### config.mk
export PLATFORM = sky130hd
export DESIGN_NAME = wb_commit_flat
export DESIGN_NICKNAME = d
export VERILOG_FILES = /design/src/rtl/wb_commit_pkg.sv /design/src/rtl/wb_commit_if.sv /design/src/rtl/wb_commit_hilo_reg.sv /design/src/rtl/wb_commit.sv /design/src/flat_wrapper.sv
export SDC_FILE = /design/constraint.sdc
export NUM_CORES = 1
export LEC_CHECK = 0
export BUFFER_PORTS_ARGS = -buffer_cell sky130_fd_sc_hd__buf_4
export CAP_MARGIN = 10
export CORE_AREA = 2 2 148 150
export CTS_BUF_LIST = sky130_fd_sc_hd__clkbuf_8
export CTS_CLUSTER_DIAMETER = 200
export DETAILED_ROUTE_END_ITERATION = 12
export DIE_AREA = 0 0 150 152
export PLACE_DENSITY_LB_ADDON = 0.15
export SKIP_LAST_GASP = 1
export SLEW_MARGIN = 20
export SYNTH_ARGS = -nofsm -noshare
export SYNTH_HDL_FRONTEND = slang
export SYNTH_SLANG_ARGS = --single-unit
### constraint.sdc
create_clock -name clk -period 3.59 [get_ports clk]
set_clock_uncertainty 0.1 [all_clocks]
set_input_delay 0.718 -clock clk [delete_from_list [all_inputs] [get_ports clk]]
set_output_delay 0.718 -clock clk [all_outputs]
set_load 0.005 [all_outputs]
### src/rtl/wb_commit_pkg.sv
// Shared constants and helpers for the write-back commit unit.
// Reset values live here so the HI/LO block and the top agree on them.
package wb_commit_pkg;

    localparam int DEF_DATA_W = 32;
    localparam int DEF_GPR_AW = 5;
    localparam int DEF_CNT_W  = 32;
    localparam int CP0_AW     = 5;

    localparam logic             RST_ENABLE   = 1'b1;
    localparam logic             HILO_RESET   = 1'b0;
    localparam logic             LLBIT_RESET  = 1'b0;
    localparam logic [DEF_GPR_AW-1:0] NOP_REG_ADDR = '0;

    // A cycle retires an instruction when any architectural write is requested.
    function automatic logic commit_any(input logic gpr_we, input logic hilo_we,
                                        input logic llbit_we, input logic cp0_we);
        return gpr_we | hilo_we | llbit_we | cp0_we;
    endfunction

endpackage

### src/rtl/wb_commit_if.sv
// MEM/WB-to-commit bundle: retiring-instruction inputs plus the commit unit's
// architectural write ports and bypass outputs.
interface wb_commit_if #(
    parameter int DATA_W = 32,
    parameter int GPR_AW = 5,
    parameter int CNT_W  = 32
);
    logic              flush;
    logic              wb_gpr_we;
    logic [GPR_AW-1:0] wb_target_gpr;
    logic [DATA_W-1:0] wb_exe_result;
    logic              wb_hilo_we;
    logic [DATA_W-1:0] wb_hi;
    logic [DATA_W-1:0] wb_lo;
    logic              wb_llbit_we;
    logic              wb_llbit_value;
    logic              wb_cp0_we;
    logic [4:0]        wb_cp0_waddr;
    logic [DATA_W-1:0] wb_cp0_wdata;

    logic              rf_we;
    logic [GPR_AW-1:0] rf_waddr;
    logic [DATA_W-1:0] rf_wdata;
    logic              cp0_we;
    logic [4:0]        cp0_waddr;
    logic [DATA_W-1:0] cp0_wdata;
    logic [DATA_W-1:0] hi_q;
    logic [DATA_W-1:0] lo_q;
    logic [DATA_W-1:0] hi_fwd;
    logic [DATA_W-1:0] lo_fwd;
    logic              llbit_q;
    logic              llbit_fwd;
    logic [CNT_W-1:0]  retire_cnt;

    // No handshake: every input is a one-cycle commit request, every output
    // is either combinational on the inputs or state registered on clk.
    modport master (
        output flush, wb_gpr_we, wb_target_gpr, wb_exe_result, wb_hilo_we,
               wb_hi, wb_lo, wb_llbit_we, wb_llbit_value, wb_cp0_we,
               wb_cp0_waddr, wb_cp0_wdata,
        input  rf_we, rf_waddr, rf_wdata, cp0_we, cp0_waddr, cp0_wdata,
               hi_q, lo_q, hi_fwd, lo_fwd, llbit_q, llbit_fwd, retire_cnt
    );

    modport slave (
        input  flush, wb_gpr_we, wb_target_gpr, wb_exe_result, wb_hilo_we,
               wb_hi, wb_lo, wb_llbit_we, wb_llbit_value, wb_cp0_we,
               wb_cp0_waddr, wb_cp0_wdata,
        output rf_we, rf_waddr, rf_wdata, cp0_we, cp0_waddr, cp0_wdata,
               hi_q, lo_q, hi_fwd, lo_fwd, llbit_q, llbit_fwd, retire_cnt
    );

endinterface

### src/rtl/wb_commit_hilo_reg.sv
// HI/LO register pair with same-cycle bypass; both halves always move together.
module hilo_reg
    import wb_commit_pkg::*;
#(
    parameter int DATA_W = 32
) (
    input  logic              clk,
    input  logic              rst,
    input  logic              we_i,
    input  logic [DATA_W-1:0] hi_i,
    input  logic [DATA_W-1:0] lo_i,
    output logic [DATA_W-1:0] hi_q_o,
    output logic [DATA_W-1:0] lo_q_o,
    output logic [DATA_W-1:0] hi_fwd_o,
    output logic [DATA_W-1:0] lo_fwd_o
);

    logic [DATA_W-1:0] hi_q, hi_d;
    logic [DATA_W-1:0] lo_q, lo_d;

    always_comb begin
        hi_d = hi_q;
        lo_d = lo_q;
        if (we_i) begin
            hi_d = hi_i;
            lo_d = lo_i;
        end
    end

    always_ff @(posedge clk) begin
        if (rst == RST_ENABLE) begin
            hi_q <= {DATA_W{HILO_RESET}};
            lo_q <= {DATA_W{HILO_RESET}};
        end else begin
            hi_q <= hi_d;
            lo_q <= lo_d;
        end
    end

    assign hi_q_o   = hi_q;
    assign lo_q_o   = lo_q;
    assign hi_fwd_o = we_i ? hi_i : hi_q;
    assign lo_fwd_o = we_i ? lo_i : lo_q;

endmodule

### src/rtl/wb_commit.sv
// Write-back commit: GPR/CP0 write ports, HI/LO, LLbit and the retire counter.
// Flush only kills LLbit; the retiring instruction is older than the fault.
module wb_commit
    import wb_commit_pkg::*;
#(
    parameter int DATA_W = DEF_DATA_W,
    parameter int GPR_AW = DEF_GPR_AW,
    parameter int CNT_W  = DEF_CNT_W
) (
    input  logic      clk,
    input  logic      rst,
    wb_commit_if.slave bus
);

    logic             llbit_q, llbit_d;
    logic [CNT_W-1:0] cnt_q, cnt_d;
    logic             commit;

    assign commit = commit_any(bus.wb_gpr_we, bus.wb_hilo_we,
                               bus.wb_llbit_we, bus.wb_cp0_we);

    // $0 is hardwired to zero, so a write aimed at it never reaches the file.
    assign bus.rf_we    = bus.wb_gpr_we && (bus.wb_target_gpr != GPR_AW'(NOP_REG_ADDR));
    assign bus.rf_waddr = bus.wb_target_gpr;
    assign bus.rf_wdata = bus.wb_exe_result;

    assign bus.cp0_we    = bus.wb_cp0_we;
    assign bus.cp0_waddr = bus.wb_cp0_waddr;
    assign bus.cp0_wdata = bus.wb_cp0_wdata;

    hilo_reg #(
        .DATA_W (DATA_W)
    ) u_hilo (
        .clk      (clk),
        .rst      (rst),
        .we_i     (bus.wb_hilo_we),
        .hi_i     (bus.wb_hi),
        .lo_i     (bus.wb_lo),
        .hi_q_o   (bus.hi_q),
        .lo_q_o   (bus.lo_q),
        .hi_fwd_o (bus.hi_fwd),
        .lo_fwd_o (bus.lo_fwd)
    );

    always_comb begin
        llbit_d = llbit_q;
        if (bus.flush) begin
            llbit_d = 1'b0;
        end else if (bus.wb_llbit_we) begin
            llbit_d = bus.wb_llbit_value;
        end
    end

    // Natural binary wrap gives the modulo-2^CNT_W behaviour.
    always_comb begin
        cnt_d = cnt_q;
        if (commit) begin
            cnt_d = cnt_q + CNT_W'(1);
        end
    end

    always_ff @(posedge clk) begin
        if (rst == RST_ENABLE) begin
            llbit_q <= LLBIT_RESET;
            cnt_q   <= '0;
        end else begin
            llbit_q <= llbit_d;
            cnt_q   <= cnt_d;
        end
    end

    assign bus.llbit_q    = llbit_q;
    assign bus.llbit_fwd  = bus.flush ? 1'b0 : (bus.wb_llbit_we ? bus.wb_llbit_value : llbit_q);
    assign bus.retire_cnt = cnt_q;

endmodule

### src/flat_wrapper.sv
// flat-port wrapper written by rule: the top's interface ports become plain ports
module wb_commit_flat import wb_commit_pkg::*;
#(
    parameter int DATA_W = DEF_DATA_W,
    parameter int GPR_AW = DEF_GPR_AW,
    parameter int CNT_W  = DEF_CNT_W
)
  (clk, rst, bus_flush, bus_wb_gpr_we, bus_wb_target_gpr, bus_wb_exe_result, bus_wb_hilo_we, bus_wb_hi, bus_wb_lo, bus_wb_llbit_we, bus_wb_llbit_value, bus_wb_cp0_we, bus_wb_cp0_waddr, bus_wb_cp0_wdata, bus_rf_we, bus_rf_waddr, bus_rf_wdata, bus_cp0_we, bus_cp0_waddr, bus_cp0_wdata, bus_hi_q, bus_lo_q, bus_hi_fwd, bus_lo_fwd, bus_llbit_q, bus_llbit_fwd, bus_retire_cnt);
  wb_commit_if #(.DATA_W(DATA_W), .GPR_AW(GPR_AW), .CNT_W(CNT_W)) bus_i ();
  input  logic clk;
  input  logic rst;
  input wire logic [$bits(bus_i.flush)-1:0] bus_flush;
  input wire logic [$bits(bus_i.wb_gpr_we)-1:0] bus_wb_gpr_we;
  input wire logic [$bits(bus_i.wb_target_gpr)-1:0] bus_wb_target_gpr;
  input wire logic [$bits(bus_i.wb_exe_result)-1:0] bus_wb_exe_result;
  input wire logic [$bits(bus_i.wb_hilo_we)-1:0] bus_wb_hilo_we;
  input wire logic [$bits(bus_i.wb_hi)-1:0] bus_wb_hi;
  input wire logic [$bits(bus_i.wb_lo)-1:0] bus_wb_lo;
  input wire logic [$bits(bus_i.wb_llbit_we)-1:0] bus_wb_llbit_we;
  input wire logic [$bits(bus_i.wb_llbit_value)-1:0] bus_wb_llbit_value;
  input wire logic [$bits(bus_i.wb_cp0_we)-1:0] bus_wb_cp0_we;
  input wire logic [$bits(bus_i.wb_cp0_waddr)-1:0] bus_wb_cp0_waddr;
  input wire logic [$bits(bus_i.wb_cp0_wdata)-1:0] bus_wb_cp0_wdata;
  output wire logic [$bits(bus_i.rf_we)-1:0] bus_rf_we;
  output wire logic [$bits(bus_i.rf_waddr)-1:0] bus_rf_waddr;
  output wire logic [$bits(bus_i.rf_wdata)-1:0] bus_rf_wdata;
  output wire logic [$bits(bus_i.cp0_we)-1:0] bus_cp0_we;
  output wire logic [$bits(bus_i.cp0_waddr)-1:0] bus_cp0_waddr;
  output wire logic [$bits(bus_i.cp0_wdata)-1:0] bus_cp0_wdata;
  output wire logic [$bits(bus_i.hi_q)-1:0] bus_hi_q;
  output wire logic [$bits(bus_i.lo_q)-1:0] bus_lo_q;
  output wire logic [$bits(bus_i.hi_fwd)-1:0] bus_hi_fwd;
  output wire logic [$bits(bus_i.lo_fwd)-1:0] bus_lo_fwd;
  output wire logic [$bits(bus_i.llbit_q)-1:0] bus_llbit_q;
  output wire logic [$bits(bus_i.llbit_fwd)-1:0] bus_llbit_fwd;
  output wire logic [$bits(bus_i.retire_cnt)-1:0] bus_retire_cnt;
  assign bus_i.flush = bus_flush;
  assign bus_i.wb_gpr_we = bus_wb_gpr_we;
  assign bus_i.wb_target_gpr = bus_wb_target_gpr;
  assign bus_i.wb_exe_result = bus_wb_exe_result;
  assign bus_i.wb_hilo_we = bus_wb_hilo_we;
  assign bus_i.wb_hi = bus_wb_hi;
  assign bus_i.wb_lo = bus_wb_lo;
  assign bus_i.wb_llbit_we = bus_wb_llbit_we;
  assign bus_i.wb_llbit_value = bus_wb_llbit_value;
  assign bus_i.wb_cp0_we = bus_wb_cp0_we;
  assign bus_i.wb_cp0_waddr = bus_wb_cp0_waddr;
  assign bus_i.wb_cp0_wdata = bus_wb_cp0_wdata;
  assign bus_rf_we = bus_i.rf_we;
  assign bus_rf_waddr = bus_i.rf_waddr;
  assign bus_rf_wdata = bus_i.rf_wdata;
  assign bus_cp0_we = bus_i.cp0_we;
  assign bus_cp0_waddr = bus_i.cp0_waddr;
  assign bus_cp0_wdata = bus_i.cp0_wdata;
  assign bus_hi_q = bus_i.hi_q;
  assign bus_lo_q = bus_i.lo_q;
  assign bus_hi_fwd = bus_i.hi_fwd;
  assign bus_lo_fwd = bus_i.lo_fwd;
  assign bus_llbit_q = bus_i.llbit_q;
  assign bus_llbit_fwd = bus_i.llbit_fwd;
  assign bus_retire_cnt = bus_i.retire_cnt;
  wb_commit #(.DATA_W(DATA_W), .GPR_AW(GPR_AW), .CNT_W(CNT_W)) u_core (.clk(clk), .rst(rst), .bus(bus_i));
endmodule
==> results of run 1 <==
state kept, by name, summed over array words and instances, names as in the netlist:
name and flops:
u_core.u_hilo.hi_q_o 32, u_core.u_hilo.lo_q_o 32, u_core.bus.retire_cnt 32, u_core.bus.llbit_q 1
cell type report:
| cell class | instances | area, um^2 | area share |
|---|---|---|---|
| clock buffer | 10 | 137.6 | 0.02127 |
| clock inverter | 6 | 67.56 | 0.01044 |
| inverter | 7 | 26.28 | 0.004061 |
| multi-input combinational | 279 | 2072 | 0.3202 |
| sequential | 97 | 1942 | 0.3001 |
| tap | 280 | 350.3 | 0.05415 |
| timing repair buffer | 248 | 1874 | 0.2897 |
power groups by stage:
stage               logic (mW)  registers (mW)  clock network [mW]
global placement         0.425            1.17                   0
global route             0.453            1.16               0.836
finish                   0.419            1.15               0.760
CTS                      0.428            1.15               0.808
detailed placement       0.427            1.18                   0
floorplan                0.220            1.17                   0
path summary, 6_finish.rpt:
| kind | end | depth (start not counted) |
|---|---|---|
| hold reg to reg | u_core.bus.retire_cnt[21] | 2 |
| hold / removal | u_core.bus.llbit_q | 2 |
| setup / recovery | bus_lo_fwd[15] | 4 |
| setup reg to reg | u_core.bus.retire_cnt[29] | 4 |
cell usage in the layout, fill, tap and decap left out, types with 2 or more instances in the layout:
master	count
a21oi_1	11
and3_1	3
and4_1	3
buf_4	247
clkbuf_8	10
clkinv_4	2
dfxtp_1	97
inv_1	8
mux2_2	74
mux2i_1	2
nand2_1	11
nand3_1	12
nand4_1	4
nor2_1	26
nor2b_1	73
nor3_1	14
nor4_1	3
o21ai_0	5
o31ai_1	3
o41ai_1	2
or3_1	5
or4_1	5
xnor2_1	6
xor2_1	4
kinds of logic (layout without fill, tap and decap cells):
group | after synthesis | count (layout) | share of synthesized area
simple gates | 167 | 167 | 0.2036
buf+inv | 104 | 271 | 0.1452
flops | 97 | 97 | 0.4135
mux | 76 | 76 | 0.1817
compound gates | 25 | 25 | 0.03464
xor+xnor | 10 | 10 | 0.01865
fa+ha+maj | 1 | 1 | 0.002664
worst reg2reg max path, stage by stage (launching register included):
cell     delay, ns
dfxtp_1       0.46
nand4_2       0.20
or4_1         0.82
nor4_1        0.37
mux2_2        0.37
cells in the mapped netlist:
cell type  number
or2_2           1
nand2b_1        1
nor3_1         14
o41a_1          1
or4bb_1         1
o21a_1          1
o41ai_2         1
inv_1           7
and4_1          3
nand4_1         4
o31ai_1         3
nor2_1         26
nand4_2         1
and2_1          1
o21ai_0         5
or4_1           5
ha_1            1
a21oi_1        11
nand4b_1        1
buf_6           1
nand2_1        11
clkbuf_1       19
a21o_1          1
xor2_1          4
or4_4           1
or4b_1          1
xnor2_1         6
nor2b_1        73
mux2i_1         2
and3_1          3
or3_1           5
nand3_1        12
buf_2           2
o41ai_1         2
buf_4          75
nor4_1          3
dfxtp_1        97
mux2_2         74
per-stage QoR:
step | total power [mW] | cells | hold WS [ns] | cell area [um^2]
2_1_floorplan | 1.394 | 480 | 0.3767 | 4696
3_3_place_gp | 1.600 | 911 | 0.3971 | 6265
3_5_place_dp | 1.602 | 911 | 0.4119 | 6265
4_1_cts | 2.388 | 927 | 0.3757 | 6470
5_1_grt | 2.446 | 927 | 0.3921 | 6470
6_report | 2.329 | 927 | 0.4118 | 6470
metal layers:
metal	vias to the layer above	track usage
met4	0	0.07547
met5	-	0
li1	1862	-
met3	56	0.02793
met1	1826	0.1424
met2	160	0.2159
==> results.py, run 1 <==
metrics = {
    "logic_synthesis": {
        "yosys.cell_types.count": 38,
        "synthTopCellsByArea": "dfxtp_1 41%, mux2_2 18%, buf_4 12%",
        "avgSynthCellArea_um2": 9.783,
        "syn-num-nets": 627,
        "synth_top_cell_area_share": 0.4135,
        "syn_inst": 480,
        "synth_area_leader_cell": "dfxtp_1",
        "netlist_area_mm2": 0.004696,
        "ys_ff_latch": 97,
        "synth_warnings": 0,
        "synth_seq_area_share": 0.4135,
    },
    "worst_setup_path": {
        "cpMostUsedCell": "buf_4",
        "slowest_delay_ns": 0.41,
        "worst_setup_path_end_kind": "primary output",
        "crit_path_cell_trace": "buf_4 -> buf_12 -> mux2_2 -> buf_4",
        "r2r_setup_slack_ns": 1.15,
        "worstPathMaxFanout": 48,
        "start_kind": "input port",
        "worstSetupStartpoint": "bus_wb_hilo_we",
        "crit_type": "in -> out",
        "cp.arrival_ns": 1.92,
        "crit_buf_inv": 3,
        "cp_slowest_cell": "mux2_2",
        "reg2reg_from": "u_core.bus.retire_cnt[4]",
        "cp_top_family": "buffers and inverters",
        "worst-endpoint-required_ns": 2.77,
    },
    "grt": {
        "grt_pass1_wl_um": 22400,
        "grt_max_degree": 49,
        "grtUsageTotal": 0.1263,
        "antenna_found_initial": 0,
        "grt_overflow": 0,
        "grt_pass1_vias": 3976,
    },
    "die": {
        "die_w_um": 150,
        "die_area_mm2": 0.02280,
        "die_h_um": 152,
        "core_area_mm2": 0.02135,
        "fp-row-count": 54,
        "io-pin-count": 384,
        "initial_core_util": 0.2199,
    },
    "cts": {
        "cts_tree": "built",
        "hold_buffers": 0,
        "clkTransAtPathRegs_ns": 0.09,
        "root_buffer": "clkbuf_8",
        "numCtsBuffers": 9,
        "clock_sinks": 97,
        "clk_latency_ns": 0.38,
        "cts_setup_buffers": 0,
        "htreeDepth": 3,
        "cts-resized-gates": 0,
        "clockBufferDepth": 2,
    },
    "drt": {
        "drc": 0,
        "post_drt_via_cell_ratio": 4.211,
        "wl_per_cell_um": 16.11,
        "m1WireLength_um": 5943,
        "met2_length_um": 7329,
        "drtAntennaViolNets": 0,
        "vias": 3904,
        "wl_met3_um": 984,
        "highest_layer": "met4",
        "drtIter0Drc": 111,
        "wl_um": 14940,
        "dr.pass1.iters": 4,
    },
    "hold_path": {
        "hold_class": "in -> reg",
        "worstHoldStart": "bus_flush",
    },
    "pwr": {
        "switchingPower_mw": 0.6008,
        "netSwitchingFraction": 0.2579,
        "power.density_mw_per_mm2": 360.0,
        "comb_power_share": 0.180,
        "power_leakage_nw": 2.840,
        "peakVddDrop_mv": 0.1550,
        "pwr-share-clk": 0.326,
        "p_int_mw": 1.728,
        "pwr-share-seq": 0.494,
    },
    "timing": {
        "hold_violations": 0,
        "tightest_slew_ns": 0.7814,
        "maxSlewViolCount": 0,
        "finalWorstSetupSlack_ns": 0.8479,
        "fin_crit_ns": 2.742,
        "setup_viol": 0,
        "tns_ns": 0,
        "finalCritPeriodShare": 0.7638,
        "rsz0062_at_grt": "no",
        "max_slew_margin": 0.4743,
        "fmax_mhz": 364.7,
    },
    "placed_design": {
        "portBuffers": 245,
        "dpl_worst_slack_ns": 0.6239,
        "hpwl_um": 11590,
        "globalplace.congestion": 0.8236,
    },
    "run": {
        "cap_violations": 0,
    },
    "layout": {
        "nFillCells": 2320,
        "fin_util": 0.3030,
        "syn_to_final_growth_pct": 37.78,
        "drive_above_1_share": 0.5270,
        "num_antenna_cells": 0,
        "nets": 789,
    },
    "run_status": {
        "outcome": "finished, final reports clean",
    },
}
Power figures use the tool's default switching activity.
==> inputs of run 2 (changes only) <==
Settings changed: CORE_AREA 2 2 148 150 to 2 2 149 151, DIE_AREA 0 0 150 152 to 0 0 151 153.
Clock period 3.59 ns to 2.9 ns, I/O delays scaled along.
==> results.py, run 2 (same netlist as run 1, synthesis figures left out) <==
metrics = {
    "die": {
        "die_w_um": 151,
        "fp-row-count": 54,
        "die_h_um": 153,
        "io-pin-count": 384,
        "core_area_mm2": 0.02149,
        "die_area_mm2": 0.02310,
        "initial_core_util": 0.2186,
    },
    "worst_setup_path": {
        "worstPathMaxFanout": 14,
        "crit_type": "reg -> reg",
        "crit_path_cell_trace": "nand4_2 -> or4_1 -> nor4_1 -> mux2_2",
        "start_kind": "flop",
        "worst-endpoint-required_ns": 3.07,
        "slowest_delay_ns": 0.82,
        "worst_setup_path_end_kind": "flop",
        "cp_slowest_cell": "or4_1",
        "cp.arrival_ns": 2.58,
    },
    "timing": {
        "fin_crit_ns": 2.412,
        "tns_ns": 0,
        "max_slew_margin": 0.5029,
        "setup_viol": 0,
        "fmax_mhz": 414.7,
        "finalCritPeriodShare": 0.8316,
        "rsz0062_at_grt": "no",
        "hold_violations": 0,
        "maxSlewViolCount": 0,
        "tightest_slew_ns": 0.7388,
    },
    "layout": {
        "num_antenna_cells": 0,
        "nFillCells": 2299,
        "syn_to_final_growth_pct": 37.94,
        "final_common_cell": "buf_4",
        "stdcell_count": 929,
        "nets": 791,
        "layout_common_cells": "250 x buf_4, 97 x dfxtp_1, 74 x mux2_2",
        "drive_above_1_share": 0.5300,
    },
    "placed_design": {
        "place_inst": 913,
        "globalplace.congestion": 0.7537,
        "hpwl_um": 12490,
        "portBuffers": 245,
    },
    "drt": {
        "dr.pass1.iters": 4,
        "drc": 0,
        "drtAntennaViolNets": 0,
        "post_drt_via_cell_ratio": 4.192,
        "drtIter0Drc": 123,
        "vias": 3894,
        "wl_per_cell_um": 16.96,
        "wl_um": 15760,
    },
    "hold_path": {
        "hold_class": "in -> reg",
    },
    "grt": {
        "grt_pass1_wl_um": 22850,
        "grt_overflow": 0,
        "grt_max_degree": 45,
        "antenna_found_initial": 0,
        "grtUsageTotal": 0.1305,
        "grt_pass1_vias": 3842,
    },
    "cts": {
        "htreeDepth": 3,
        "numCtsBuffers": 9,
        "clockBufferDepth": 2,
        "cts-resized-gates": 0,
        "cts_setup_buffers": 0,
        "root_buffer": "clkbuf_8",
        "hold_buffers": 0,
        "clk_latency_ns": 0.38,
        "clkTransAtPathRegs_ns": 0.10,
        "cts_tree": "built",
        "clock_sinks": 97,
    },
    "run_status": {
        "outcome": "finished, final reports clean",
    },
    "run": {
        "cap_violations": 0,
    },
    "pwr": {
        "power_leakage_nw": 2.844,
        "peakVddDrop_mv": 0.2006,
        "power.density_mw_per_mm2": 449.5,
    },
}
## run 2: layout make-up
type / count / area (um^2) / area share
flip-flops and latches: 97 / 1942 / 0.2998
multi-input cells: 279 / 2072 / 0.3199
inverters: 7 / 26.28 / 0.004056
clock buffers: 10 / 137.6 / 0.02125
well taps: 280 / 350.3 / 0.05409
clock inverters: 6 / 72.57 / 0.01120
repair buffers: 250 / 1877 / 0.2897
## run 2: critical path, delay by kind of cell (launching register included)
kind	cells	cell delay, ns
and+or+nand+nor	3	1.36
DFF	1	0.47
muxes	1	0.36
## run 2: worst paths after layout
path / startpoint / endpoint / slack [ns] / cells past startpoint
worst max-delay path: u_core.bus.retire_cnt[4] / u_core.bus.retire_cnt[29] / 0.49 / 4
worst min-delay path: bus_flush / u_core.bus.llbit_q / 0.26 / 2
worst max register to register: u_core.bus.retire_cnt[4] / u_core.bus.retire_cnt[29] / 0.49 / 4
worst min register to register: u_core.bus.retire_cnt[18] / u_core.bus.retire_cnt[18] / 0.41 / 2
## run 2: where the power goes
part           internal [mW]  switching, mW  total, mW
Clock                  0.434          0.533      0.967
Sequential              1.39         0.0373       1.43
Combinational          0.325          0.194      0.518
## run 2: metal layers
metal	share of wire	vias to the layer above	global-route usage
met5	0	-	0
met1	0.39	1796	0.1464
met3	0.078	52	0.04030
met2	0.51	172	0.2273
li1	-	1874	-
met4	0.032	0	0.05385
## run 2: stage by stage
| stage | setup slack [ns] | power [mW] | cell area (um^2) | hold WS, ns | util |
|---|---|---|---|---|---|
| floorplan | 0.6184 | 1.725 | 4696 | 0.3767 | - |
| global placement | 0.4307 | 1.986 | 6267 | 0.3801 | 0.2917 |
| detailed placement | 0.4622 | 1.984 | 6267 | 0.3925 | 0.2917 |
| CTS | 0.4931 | 2.979 | 6477 | 0.2287 | 0.3015 |
| global route | 0.3394 | 3.074 | 6477 | 0.2180 | 0.3015 |
| finish | 0.4884 | 2.912 | 6477 | 0.2593 | 0.3015 |
